**src/rtl/seg_pkg.sv**
```systemverilog
// seg_pkg: shared constants and types for the multiplexed 7-segment scanner.
//   - GLYPH_*    : 7-bit segment patterns {CG,CF,CE,CD,CC,CB,CA}, active-high
//   - DP_BIT     : position of the decimal point inside an 8-bit seg byte
//   - BCD_DIGITS : digits produced by the binary-to-BCD converter
//   - conv_state_e : converter FSM encoding, exported for debug
//   - hex_glyph()  : nibble -> 7-segment pattern
package seg_pkg;

    localparam int BCD_DIGITS = 10;
    localparam int DP_BIT     = 7;

    localparam logic [6:0] GLYPH_0     = 7'h3F;
    localparam logic [6:0] GLYPH_1     = 7'h06;
    localparam logic [6:0] GLYPH_2     = 7'h5B;
    localparam logic [6:0] GLYPH_3     = 7'h4F;
    localparam logic [6:0] GLYPH_4     = 7'h66;
    localparam logic [6:0] GLYPH_5     = 7'h6D;
    localparam logic [6:0] GLYPH_6     = 7'h7D;
    localparam logic [6:0] GLYPH_7     = 7'h07;
    localparam logic [6:0] GLYPH_8     = 7'h7F;
    localparam logic [6:0] GLYPH_9     = 7'h6F;
    localparam logic [6:0] GLYPH_A     = 7'h77;
    localparam logic [6:0] GLYPH_B     = 7'h7C;
    localparam logic [6:0] GLYPH_C     = 7'h39;
    localparam logic [6:0] GLYPH_D     = 7'h5E;
    localparam logic [6:0] GLYPH_E     = 7'h79;
    localparam logic [6:0] GLYPH_F     = 7'h71;
    localparam logic [6:0] GLYPH_BLANK = 7'h00;
    localparam logic [6:0] GLYPH_DASH  = 7'h40;

    typedef enum logic [1:0] {
        CONV_IDLE  = 2'd0,
        CONV_SHIFT = 2'd1,
        CONV_DONE  = 2'd2
    } conv_state_e;

    function automatic logic [6:0] hex_glyph(input logic [3:0] v);
        logic [6:0] g;
        case (v)
            4'h0:    g = GLYPH_0;
            4'h1:    g = GLYPH_1;
            4'h2:    g = GLYPH_2;
            4'h3:    g = GLYPH_3;
            4'h4:    g = GLYPH_4;
            4'h5:    g = GLYPH_5;
            4'h6:    g = GLYPH_6;
            4'h7:    g = GLYPH_7;
            4'h8:    g = GLYPH_8;
            4'h9:    g = GLYPH_9;
            4'hA:    g = GLYPH_A;
            4'hB:    g = GLYPH_B;
            4'hC:    g = GLYPH_C;
            4'hD:    g = GLYPH_D;
            4'hE:    g = GLYPH_E;
            default: g = GLYPH_F;
        endcase
        return g;
    endfunction

endpackage

```
**src/rtl/bin2bcd_seq.sv**
```systemverilog
// bin2bcd_seq: sequential 32-bit binary to 10-digit BCD converter
// (shift-add-3, one bit per clock).
//   clk, rst_n : clock, asynchronous active-low reset (aborts a conversion)
//   start      : accepted only in CONV_IDLE; samples bin
//   bin        : 32-bit binary input
//   busy       : high from the cycle after start until done is dropped
//   done       : one-cycle pulse, bcd is valid while done is high
//   bcd        : 10 BCD digits, digit 0 in bcd[3:0]
//   dbg_state  : current FSM state
//
// Timing: start at cycle T -> 32 shift steps on the edges ending
// T+1..T+32 -> done high during T+33 -> idle again at T+34.
module bin2bcd_seq
    import seg_pkg::*;
(
    input  logic                      clk,
    input  logic                      rst_n,
    input  logic                      start,
    input  logic [31:0]               bin,
    output logic                      busy,
    output logic                      done,
    output logic [4*BCD_DIGITS-1:0]   bcd,
    output conv_state_e               dbg_state
);

    conv_state_e               state;
    conv_state_e               state_nxt;
    logic [31:0]               bin_sr;
    logic [4*BCD_DIGITS-1:0]   bcd_sr;
    logic [4*BCD_DIGITS-1:0]   bcd_adj;
    logic [4*BCD_DIGITS-1:0]   bcd_shift;
    logic [4:0]                step;
    // The top BCD bit cannot be set for any 32-bit input, so whatever is
    // shifted out of it is dropped.
    logic                      msb_unused;

    function automatic logic [4*BCD_DIGITS-1:0] add3(input logic [4*BCD_DIGITS-1:0] v);
        logic [4*BCD_DIGITS-1:0] r;
        r = v;
        for (int i = 0; i < BCD_DIGITS; i++) begin
            if (r[4*i +: 4] >= 4'd5) r[4*i +: 4] = r[4*i +: 4] + 4'd3;
        end
        return r;
    endfunction

    assign bcd_adj = add3(bcd_sr);
    assign {msb_unused, bcd_shift} = {bcd_adj, bin_sr[31]};

    // State register
    always_ff @(posedge clk or negedge rst_n) begin
        if (!rst_n) state <= CONV_IDLE;
        else        state <= state_nxt;
    end

    // Next-state logic
    always_comb begin
        state_nxt = state;
        case (state)
            CONV_IDLE:  if (start) state_nxt = CONV_SHIFT;
            CONV_SHIFT: if (step == 5'd31) state_nxt = CONV_DONE;
            CONV_DONE:  state_nxt = CONV_IDLE;
            default:    state_nxt = CONV_IDLE;
        endcase
    end

    // Outputs
    always_comb begin
        busy      = (state != CONV_IDLE);
        done      = (state == CONV_DONE);
        bcd       = bcd_sr;
        dbg_state = state;
    end

    // Datapath
    always_ff @(posedge clk or negedge rst_n) begin
        if (!rst_n) begin
            bin_sr <= '0;
            bcd_sr <= '0;
            step   <= '0;
        end else begin
            case (state)
                CONV_IDLE: begin
                    if (start) begin
                        bin_sr <= bin;
                        bcd_sr <= '0;
                        step   <= '0;
                    end
                end
                CONV_SHIFT: begin
                    bcd_sr <= bcd_shift;
                    bin_sr <= {bin_sr[30:0], 1'b0};
                    step   <= step + 5'd1;
                end
                default: ;
            endcase
        end
    end

endmodule

```
**src/rtl/seg_scan_ctrl.sv**
```systemverilog
// seg_scan_ctrl: multiplexed 7-segment display controller.
// Accepts a 32-bit value (hex or decimal), keeps a set of display
// registers, and time-multiplexes them onto NUM_BANKS banks of
// DIGITS_PER_BANK common-anode digits.
//   clk, rst_n  : clock, asynchronous active-low reset
//   upd_valid   : load request; num/mode_dec/lz_blank/dp_mask sampled on accept
//   upd_ready   : high when an update can be accepted (low during decimal conversion)
//   num         : binary value to show
//   mode_dec    : 1 = decimal (through bin2bcd_seq), 0 = hex (immediate)
//   lz_blank    : 1 = blank leading zeros (digit 0 always shown)
//   dp_mask     : decimal point per digit
//   seg         : per bank {DP,CG..CA}, registered, active-high
//   an          : anode enables, bit b*DIGITS_PER_BANK+k, registered, active-high
//   overflow    : value needs more than N digits; all digits show a dash
//
// Handshake: an update is taken in any cycle with upd_valid && upd_ready;
// upd_valid while upd_ready is low is dropped, never queued.
module seg_scan_ctrl
    import seg_pkg::*;
#(
    parameter int NUM_BANKS       = 2,
    parameter int DIGITS_PER_BANK = 4,
    parameter int CLK_DIV         = 50000,
    parameter int GHOST_BLANK     = 2
) (
    input  logic                                   clk,
    input  logic                                   rst_n,
    input  logic                                   upd_valid,
    output logic                                   upd_ready,
    input  logic [31:0]                            num,
    input  logic                                   mode_dec,
    input  logic                                   lz_blank,
    input  logic [NUM_BANKS*DIGITS_PER_BANK-1:0]   dp_mask,
    output logic [8*NUM_BANKS-1:0]                 seg,
    output logic [NUM_BANKS*DIGITS_PER_BANK-1:0]   an,
    output logic                                   overflow
);

    localparam int N  = NUM_BANKS * DIGITS_PER_BANK;
    localparam int PW = (CLK_DIV > 1) ? $clog2(CLK_DIV) : 1;
    localparam int KW = (DIGITS_PER_BANK > 1) ? $clog2(DIGITS_PER_BANK) : 1;

    localparam logic [PW-1:0] PRESC_LAST = PW'(CLK_DIV - 1);
    localparam logic [PW-1:0] GHOST_END  = PW'(GHOST_BLANK);
    localparam logic [KW-1:0] K_LAST     = KW'(DIGITS_PER_BANK - 1);

    // ------------------------------------------------------------------
    // Update acceptance and converter
    // ------------------------------------------------------------------
    logic                      accept;
    logic                      conv_start;
    logic                      hex_load;
    logic                      conv_busy;
    logic                      conv_done;
    logic [4*BCD_DIGITS-1:0]   conv_bcd;
    conv_state_e               conv_state;

    // Formatting flags for a decimal update, held until the conversion ends.
    logic                      pend_lz;
    logic [N-1:0]              pend_dp;

    // Ready is simply "converter idle": it drops the cycle after a decimal
    // accept and returns the cycle after done.
    assign upd_ready  = ~conv_busy;
    assign accept     = upd_valid & upd_ready;
    assign conv_start = accept & mode_dec;
    assign hex_load   = accept & ~mode_dec;

    bin2bcd_seq u_bin2bcd (
        .clk       (clk),
        .rst_n     (rst_n),
        .start     (conv_start),
        .bin       (num),
        .busy      (conv_busy),
        .done      (conv_done),
        .bcd       (conv_bcd),
        .dbg_state (conv_state)
    );

    busy_matches_state: assert property (@(posedge clk) disable iff (!rst_n)
        conv_busy == (conv_state != CONV_IDLE));

    always_ff @(posedge clk or negedge rst_n) begin
        if (!rst_n) begin
            pend_lz <= 1'b0;
            pend_dp <= '0;
        end else if (conv_start) begin
            pend_lz <= lz_blank;
            pend_dp <= dp_mask;
        end
    end

    // ------------------------------------------------------------------
    // New display contents (hex value or finished BCD result)
    // ------------------------------------------------------------------
    logic                      load;
    logic [4*BCD_DIGITS-1:0]   src_dig;
    logic                      src_lz;
    logic [N-1:0]              src_dp;
    logic                      src_ovf;
    logic [N-1:0]              src_blank;
    logic                      seen_nz;

    assign load = hex_load | conv_done;

    always_comb begin
        src_dig = {8'h00, num};
        src_lz  = lz_blank;
        src_dp  = dp_mask;
        if (conv_done) begin
            src_dig = conv_bcd;
            src_lz  = pend_lz;
            src_dp  = pend_dp;
        end

        // Any nonzero digit beyond the displayable range means overflow.
        // Hex nibbles 8 and 9 are always zero, so this also covers num>>(4N).
        src_ovf = 1'b0;
        for (int d = N; d < BCD_DIGITS; d++) begin
            if (src_dig[4*d +: 4] != 4'h0) src_ovf = 1'b1;
        end

        // Walk down from the top digit; blank until the first nonzero one.
        src_blank = '0;
        seen_nz   = 1'b0;
        for (int d = N - 1; d >= 1; d--) begin
            if (src_dig[4*d +: 4] != 4'h0) seen_nz = 1'b1;
            src_blank[d] = src_lz & ~seen_nz;
        end
    end

    // Display registers: written as one set in a single cycle.
    logic [4*N-1:0] disp_dig;
    logic [N-1:0]   disp_blank;
    logic [N-1:0]   disp_dp;
    logic           disp_ovf;

    always_ff @(posedge clk or negedge rst_n) begin
        if (!rst_n) begin
            disp_dig   <= '0;
            disp_blank <= '0;
            disp_dp    <= '0;
            disp_ovf   <= 1'b0;
        end else if (load) begin
            disp_dig   <= src_dig[4*N-1:0];
            disp_blank <= src_blank;
            disp_dp    <= src_dp;
            disp_ovf   <= src_ovf;
        end
    end

    assign overflow = disp_ovf;

    // Per-digit segment byte. DP follows dp_mask even on blanked or dashed digits.
    logic [7:0] digit_seg [N];

    always_comb begin
        for (int d = 0; d < N; d++) begin
            logic [6:0] g;
            if (disp_ovf)           g = GLYPH_DASH;
            else if (disp_blank[d]) g = GLYPH_BLANK;
            else                    g = hex_glyph(disp_dig[4*d +: 4]);
            digit_seg[d] = {1'b0, g} | (8'(disp_dp[d]) << DP_BIT);
        end
    end

    // ------------------------------------------------------------------
    // Scanning
    // ------------------------------------------------------------------
    logic [PW-1:0]        presc;
    logic [PW-1:0]        presc_nxt;
    logic [KW-1:0]        k;
    logic [KW-1:0]        k_nxt;
    logic [8*NUM_BANKS-1:0] seg_nxt;
    logic [N-1:0]         an_nxt;

    // seg/an are registered from the post-edge prescaler and slot values,
    // so the outputs line up with presc/k in the same cycle.
    always_comb begin
        presc_nxt = presc + PW'(1);
        k_nxt     = k;
        if (presc == PRESC_LAST) begin
            presc_nxt = '0;
            k_nxt     = (k == K_LAST) ? '0 : k + KW'(1);
        end

        seg_nxt = '0;
        an_nxt  = '0;
        for (int b = 0; b < NUM_BANKS; b++) begin
            seg_nxt[8*b +: 8] = digit_seg[b*DIGITS_PER_BANK + int'(k_nxt)];
            if (presc_nxt >= GHOST_END) an_nxt[b*DIGITS_PER_BANK + int'(k_nxt)] = 1'b1;
        end
    end

    always_ff @(posedge clk or negedge rst_n) begin
        if (!rst_n) begin
            presc <= '0;
            k     <= '0;
            seg   <= '0;
            an    <= '0;
        end else begin
            presc <= presc_nxt;
            k     <= k_nxt;
            seg   <= seg_nxt;
            an    <= an_nxt;
        end
    end

endmodule

```
**config.mk**
```make
export PLATFORM = sky130hd
export DESIGN_NAME = seg_scan_ctrl
export DESIGN_NICKNAME = d
export VERILOG_FILES = /design/src/rtl/seg_pkg.sv /design/src/rtl/bin2bcd_seq.sv /design/src/rtl/seg_scan_ctrl.sv
export SDC_FILE = /design/constraint.sdc
export NUM_CORES = 1
export LEC_CHECK = 0
export ABC_CLOCK_PERIOD_IN_PS = 3300
export BUFFER_PORTS_ARGS = -buffer_cell sky130_fd_sc_hd__buf_2
export CORE_MARGIN = 3
export CORE_UTILIZATION = 54
export CTS_BUF_LIST = sky130_fd_sc_hd__clkbuf_4 sky130_fd_sc_hd__clkbuf_8
export DETAILED_ROUTE_END_ITERATION = 8
export PLACE_DENSITY = 0.69
export RECOVER_POWER = 100
export SYNTH_ARGS = -nofsm -noshare
export SYNTH_HDL_FRONTEND = slang
export SYNTH_HIERARCHICAL = 1
export SYNTH_SLANG_ARGS = --single-unit
```
**constraint.sdc**
```tcl
create_clock -name clk -period 3.3 [get_ports clk]
set_input_delay 0.165 -clock clk [delete_from_list [all_inputs] [get_ports clk]]
set_output_delay 0.165 -clock clk [all_outputs]
set_load 0.01 [all_outputs]
```
# Word-level counts from Yosys, hierarchy flattened
# Memories as Yosys holds them, arrays and structs flattened.
# Index checks and enable logic that the tools add are counted.
# word_totals
romBits	896
output_inout_bits	26
n_memories	8
register_bits	178
input_bits	45
elab_cells	168
# op_classes
n_eq_ne	7
reduce_logical	16
n_addsub	14
n_lt_le_gt_ge	17
muxes	61
bitwise	31
# mem_list
name	depth	width	read_ports	rd_clocked_by_memory_dff	wr	line_no	rtl
(no name shown)	16	7	1	0	0	seg_pkg.sv:39	case (v)
(no name shown)	16	7	1	0	0	seg_pkg.sv:39	
(no name shown)	16	7	1	0	0	seg_pkg.sv:39	
(no name shown)	16	7	1	0	0	seg_pkg.sv:39	
(no name shown)	16	7	1	0	0	seg_pkg.sv:39	
(no name shown)	16	7	1	0	0	seg_pkg.sv:39	
+2 memories	-	-	-	-	-	-	
# ops
op	n
$mux 7	15
$mux 40	2
$pmux 40 s2	1
$ge 32x4->1 const B	2
$or 7x8->8	8
$pmux 32 s2	1
$bmux 8 s3	2
$mux 8	6
$ge 4x3->1 const B	10
$mux 4	10
$add 4x2->4 const B	9
$reduce_bool 4->1	9
$mux 32	1
$not 2->32	1
$not 32->32	1
$add 16x1->16 const B	1
$eq 16x16->1 const B	1
$ge 16x2->1 const B	1
$mux 16	1
$mux 1	12
$and 1x1->1	10
$pmux 5 s2	1
$not 1->1	9
$mux 2	4
24 further kinds	28

# Depth between registers and ports, before layout
# depth
depth_word	12
mapped_depth	11
mapped_depth_nobuf	8

# Hierarchy
# Netlist, hierarchy kept.
# modules_own_cells
module	area_per_inst_um2	instances	seq_area_each_um2	cells_per_inst
seg_scan_ctrl	6605.1	1	2377.3	767
bin2bcd_seq	4257.8	1	1976.9	424

# Worst setup path after synthesis
# No wires, ideal clock.
# synth_path
path_kind	reg2reg
from	register presc[4]
to	register seg[11]
stages_incl_launch_ff	10
t_arrival_ps	2545
synth_period_minus_slack_ps	2628
required_ps	3217
path_slack_ps	672
setup_time_ps	83
n_path_buf	2
path_cell_list	dfrtp_1 > buf_2 > or4_4 > nor4_4 > mux2i_1 > clkinv_1 > buf_2 > nor3_1 > nor2_1 > o21ai_0
# synth_between
elab_chain_len	7
# synth_lines
item	line_no	rtl
from (decl)	seg_scan_ctrl.sv:170	logic [PW-1:0] presc;
from (signal assigned)	seg_scan_ctrl.sv:202	presc <= presc_nxt;
$eq 16x16->1	seg_scan_ctrl.sv:182	if (presc == PRESC_LAST) begin
$mux 2	seg_scan_ctrl.sv:182	
named net k_nxt[1]	seg_scan_ctrl.sv:173	logic [KW-1:0] k_nxt;
$add 3x2->4	seg_scan_ctrl.sv:190	seg_nxt[8*b +: 8] = digit_seg[b*DIGITS_PER_BANK + int'(k_nxt)];
$not 32->32 (implied by the code)	seg_scan_ctrl.sv:190	
$bmux 8 s3	seg_scan_ctrl.sv:190	
$mux 8 (implied by the code) (2 in series)	seg_scan_ctrl.sv:190	
named net seg_nxt[11]	seg_scan_ctrl.sv:174	logic [8*NUM_BANKS-1:0] seg_nxt;
to (signal assigned)	seg_scan_ctrl.sv:204	seg <= seg_nxt;
to (decl)	seg_scan_ctrl.sv:34	output logic [8*NUM_BANKS-1:0] seg,
# The timed path passes the listed nets, and every way through them passes these cells. The select of a mux whose other input is x is not followed.
# A chain may end at the register's enable or synchronous reset.

# Worst setup path after layout
# layout_path
from	register presc[5]
to	register seg[13]
# layout_between
elab_chain_len	7
# layout_lines
item	line_no
$eq 16x16->1	seg_scan_ctrl.sv:182
$mux 2	seg_scan_ctrl.sv:182
$add 3x2->4	seg_scan_ctrl.sv:190
$not 32->32 (implied by the code)	seg_scan_ctrl.sv:190
$bmux 8 s3	seg_scan_ctrl.sv:190
$mux 8 (implied by the code) (2 in series)	seg_scan_ctrl.sv:190
named net seg_nxt[13]	seg_scan_ctrl.sv:174
# The timed path passes the listed nets, and every way through them passes these cells. The select of a mux whose other input is x is not followed.

==> reports/summary.txt <==
start point of the critical path = presc[5]
worst hold path stage count = 3
die height = 148 um
largest fanout on the critical path = 19
effective utilization at floorplan = 0.555
router iterations before antenna repair = 7
Mean Syn Cell Area = 9.12 um2
area share of the largest cell type after synthesis = 0.401
Layout fillers = 1,724
most common flop cell mapped by yosys = dfrtp_1
end-of-flow core utilization = 0.606
cell type contributing the most total cell area after synthesis = dfrtp_1
cell types with the largest area share after synthesis = dfrtp_1 40%, ha_1 7.5%, mux2i_1 5.4%
Final Wtd Congestion = 0.882
stage delay of the slowest cell on the critical path = 0.59 ns
Leakage = 5.10 nW
sequential share of the synthesized area = 0.401
synthesized instance count = 1,191
async set or reset register ratio after synthesis = 1.00
cell mode on critical path = o21ai_0
Syn. warnings = 6
number of nets at the end of the flow = 1,344
startpoint types = flip-flop
Post-CTS Setup Inserts = 0
Layout Area Growth over Synthesis = 9.28%
number of nets in the synthesized netlist = 1,301
maximum frequency from static timing analysis = 334 MHz
CTS Hold Buffers Added = 12
critical setup path kind = reg -> reg
horizontal die dimension = 148 um
half-perimeter wire length after detailed placement = 18,000 um
final clock skew = 0.0129 ns
Setup Total Neg Slack = 0 ns
max-capacitance violation count = 1
fin. max-slew vios = 86
CTS Buf Count = 17
Post-synth EDFFs = 0
Top Layer Used = met4
power density relative to cell area = 802 nW/um2
cell at the root of the clock tree = clkbuf_8
cell depth of the worst flop-to-flop path = 8
final wirelength = 25,200 um
top-level I/O count = 71
number of buffers and inverters on the critical path = 2
row count = 51
die area = 21,900 um2
TritonCTS clock tree = done
post-synthesis instance area = 10,900 um2
startpoint of the most critical register-to-register path = presc[5]
post-synthesis sequential element count = 174
cell family with the largest share of critical-path delay = simple AND/OR/NAND/NOR gates
Post-synth top cells = 174 x dfrtp_1, 156 x nand2_1, 117 x o21ai_0
Inserted Diodes = 0
initial antenna violation count = 0
met2 layer wire length in the routed design = 11,700 um
ratio of routed vias to standard cells = 5.97
# DRC = 0
clock-pin slew reported for the worst setup and hold paths after clock tree synthesis = 0.10 ns
maximum buffer depth of the clock tree = 2
startpoint of the lowest-slack hold path = num[9]
data arrival time of the critical path = 3.35 ns
global-route usage over all layers = 0.236
Worst path depth = 8
period utilisation layout = 0.906
type of the worst min-delay path = in -> reg
top-count cell post-synth = dfrtp_1
cells resized by post-CTS repair = 0
htree depth = 4
cells traversed along the worst timing path = or4_4 > nor4_4 > mux2i_4 > clkinv_1 > buf_4 > a2111oi_0 > o21ai_0 > o21ai_0
Relative slew margins = -0.458
count of nets left with antenna violations after detail routing = 0
routed length on met1 = 12,100 um
drt initial violations = 555
violated checks = max-capacitance violations, max-slew violations
first-pass GRT wire length = 43,000 um
Critical Path Sink Type = flip-flop
worst path required time = 3.66 ns
share of layout cells above drive strength 1 = 0.0940
worst skew pair latency = 0.45 ns
leftover overflow at the end of global routing = 0
final setup violation count = 0
Port Buffer Count = 70
clock tree sinks = 174
WL met3 = 1050 um
result of the run = finished with violations
Final min period = 2.99 ns
detail-routed net length per standard cell = 16.7 um
final number of hold-violating endpoints = 0
Placeable Area = 19,600 um2
via count of the first global-routing pass = 8,738
Peak supply drop = 379 uV
largest net degree at the start of global routing = 87
cell with the largest stage delay on the worst path = nor4_4
number of distinct library cell variants in the gate-level netlist after synthesis = 63
via count = 9,011
transition time of the tightest slew-check pin = 2.19 ns
unrepaired setup endpoints after global routing = no
[power by group]
part | total, mW | internal (mW) | switching (mW)
registers | 3.83 | 2.88 | 0.942
logic | 4.10 | 1.83 | 2.27
clock network | 1.59 | 0.792 | 0.799
total | 9.52 | 5.51 | 4.01
[sequential cells by signal (all words and copies together), names as in the netlist]
| register | count |
|---|---|
| u_bin2bcd/bcd | 40 |
| an | 4 |
| u_bin2bcd/dbg_state | 2 |
| overflow | 1 |
| pend_lz | 1 |
| presc | 16 |
| disp_blank | 7 |
| k | 2 |
| seg | 16 |
| u_bin2bcd/bin_sr | 32 |
| pend_dp | 8 |
| u_bin2bcd/step | 5 |
| disp_dig | 32 |
| disp_dp | 8 |
[worst min-delay path, delay by kind of cell]
family                 cells  cell delay, ns
buffers and inverters      1            0.10
AO/OA/AOI/OAI              2            0.19
[cell usage in the layout, fill, tap and decap left out, types with 13 or more instances in the layout]
cell and n:
buf_2 43, nor2b_1 29, o2111ai_1 21, nand2_1 156, o32ai_1 13, nor2_1 59, a21oi_1 33, clkbuf_1 29
ha_1 65, a22oi_1 36, mux2i_1 58, a2111oi_0 13, inv_1 82, nand3_1 13, a31oi_1 13, o21ai_0 120
dfrtp_1 174, nor3_1 33, xnor2_1 16, clkbuf_8 19
[through the flow]
stage / instances / hold WS [ns] / area [um2] / setup slack [ns] / total power, mW
final: 1510 / 0.0386 / 11900 / 0.310 / 9.52
after global routing: 1510 / 0.0311 / 11900 / 0.0772 / 10.4
after detailed placement: 1468 / 0.288 / 11400 / 0.331 / 7.96
after global placement: 1468 / 0.290 / 11400 / 0.510 / 7.87
after CTS: 1510 / 0.00512 / 12000 / 0.302 / 9.59
after floorplan: 1191 / -0.131 / 10900 / 0.672 / 6.87
[per-layer routing]
layer	up-vias	track usage
met5	-	0
met4	0	0.0656
met3	25	0.0356
met2	223	0.379
met1	4370	0.337
li1	4393	-
[cell families (layout without fill, tap and decap cells)]
kind of cell,Yosys count,count (layout),share of synthesized area
XOR/XNOR,23,23,0.0185
multiplexers,69,69,0.0720
buffers and inverters,163,217,0.0628
adder cells (fa/ha/maj),65,65,0.0749
flip-flops,174,174,0.401
AO/OA/AOI/OAI,351,351,0.222
AND/OR/NAND/NOR,346,346,0.149
[worst paths after layout]
kind / to / slack (ns)
min: u_bin2bcd/bin_sr[9] / 0.04
min reg2reg: pend_dp[6] / 0.48
max in group asynchronous: pend_dp[7] / 0.94
max reg2reg: seg[13] / 0.31
min in group asynchronous: presc[3] / 0.87
max: seg[13] / 0.31
[cell type report]
cell class | instances | area (um2) | share of cell area
clock inverter | 11 | 151 | 0.0128
inverter | 84 | 315 | 0.0266
multi-input combinational | 854 | 5840 | 0.492
clock buffer | 19 | 262 | 0.0220
sequential | 174 | 4350 | 0.367
tap | 265 | 332 | 0.0279
timing repair buffer | 103 | 614 | 0.0517
Power figures use the tool's default switching activity.
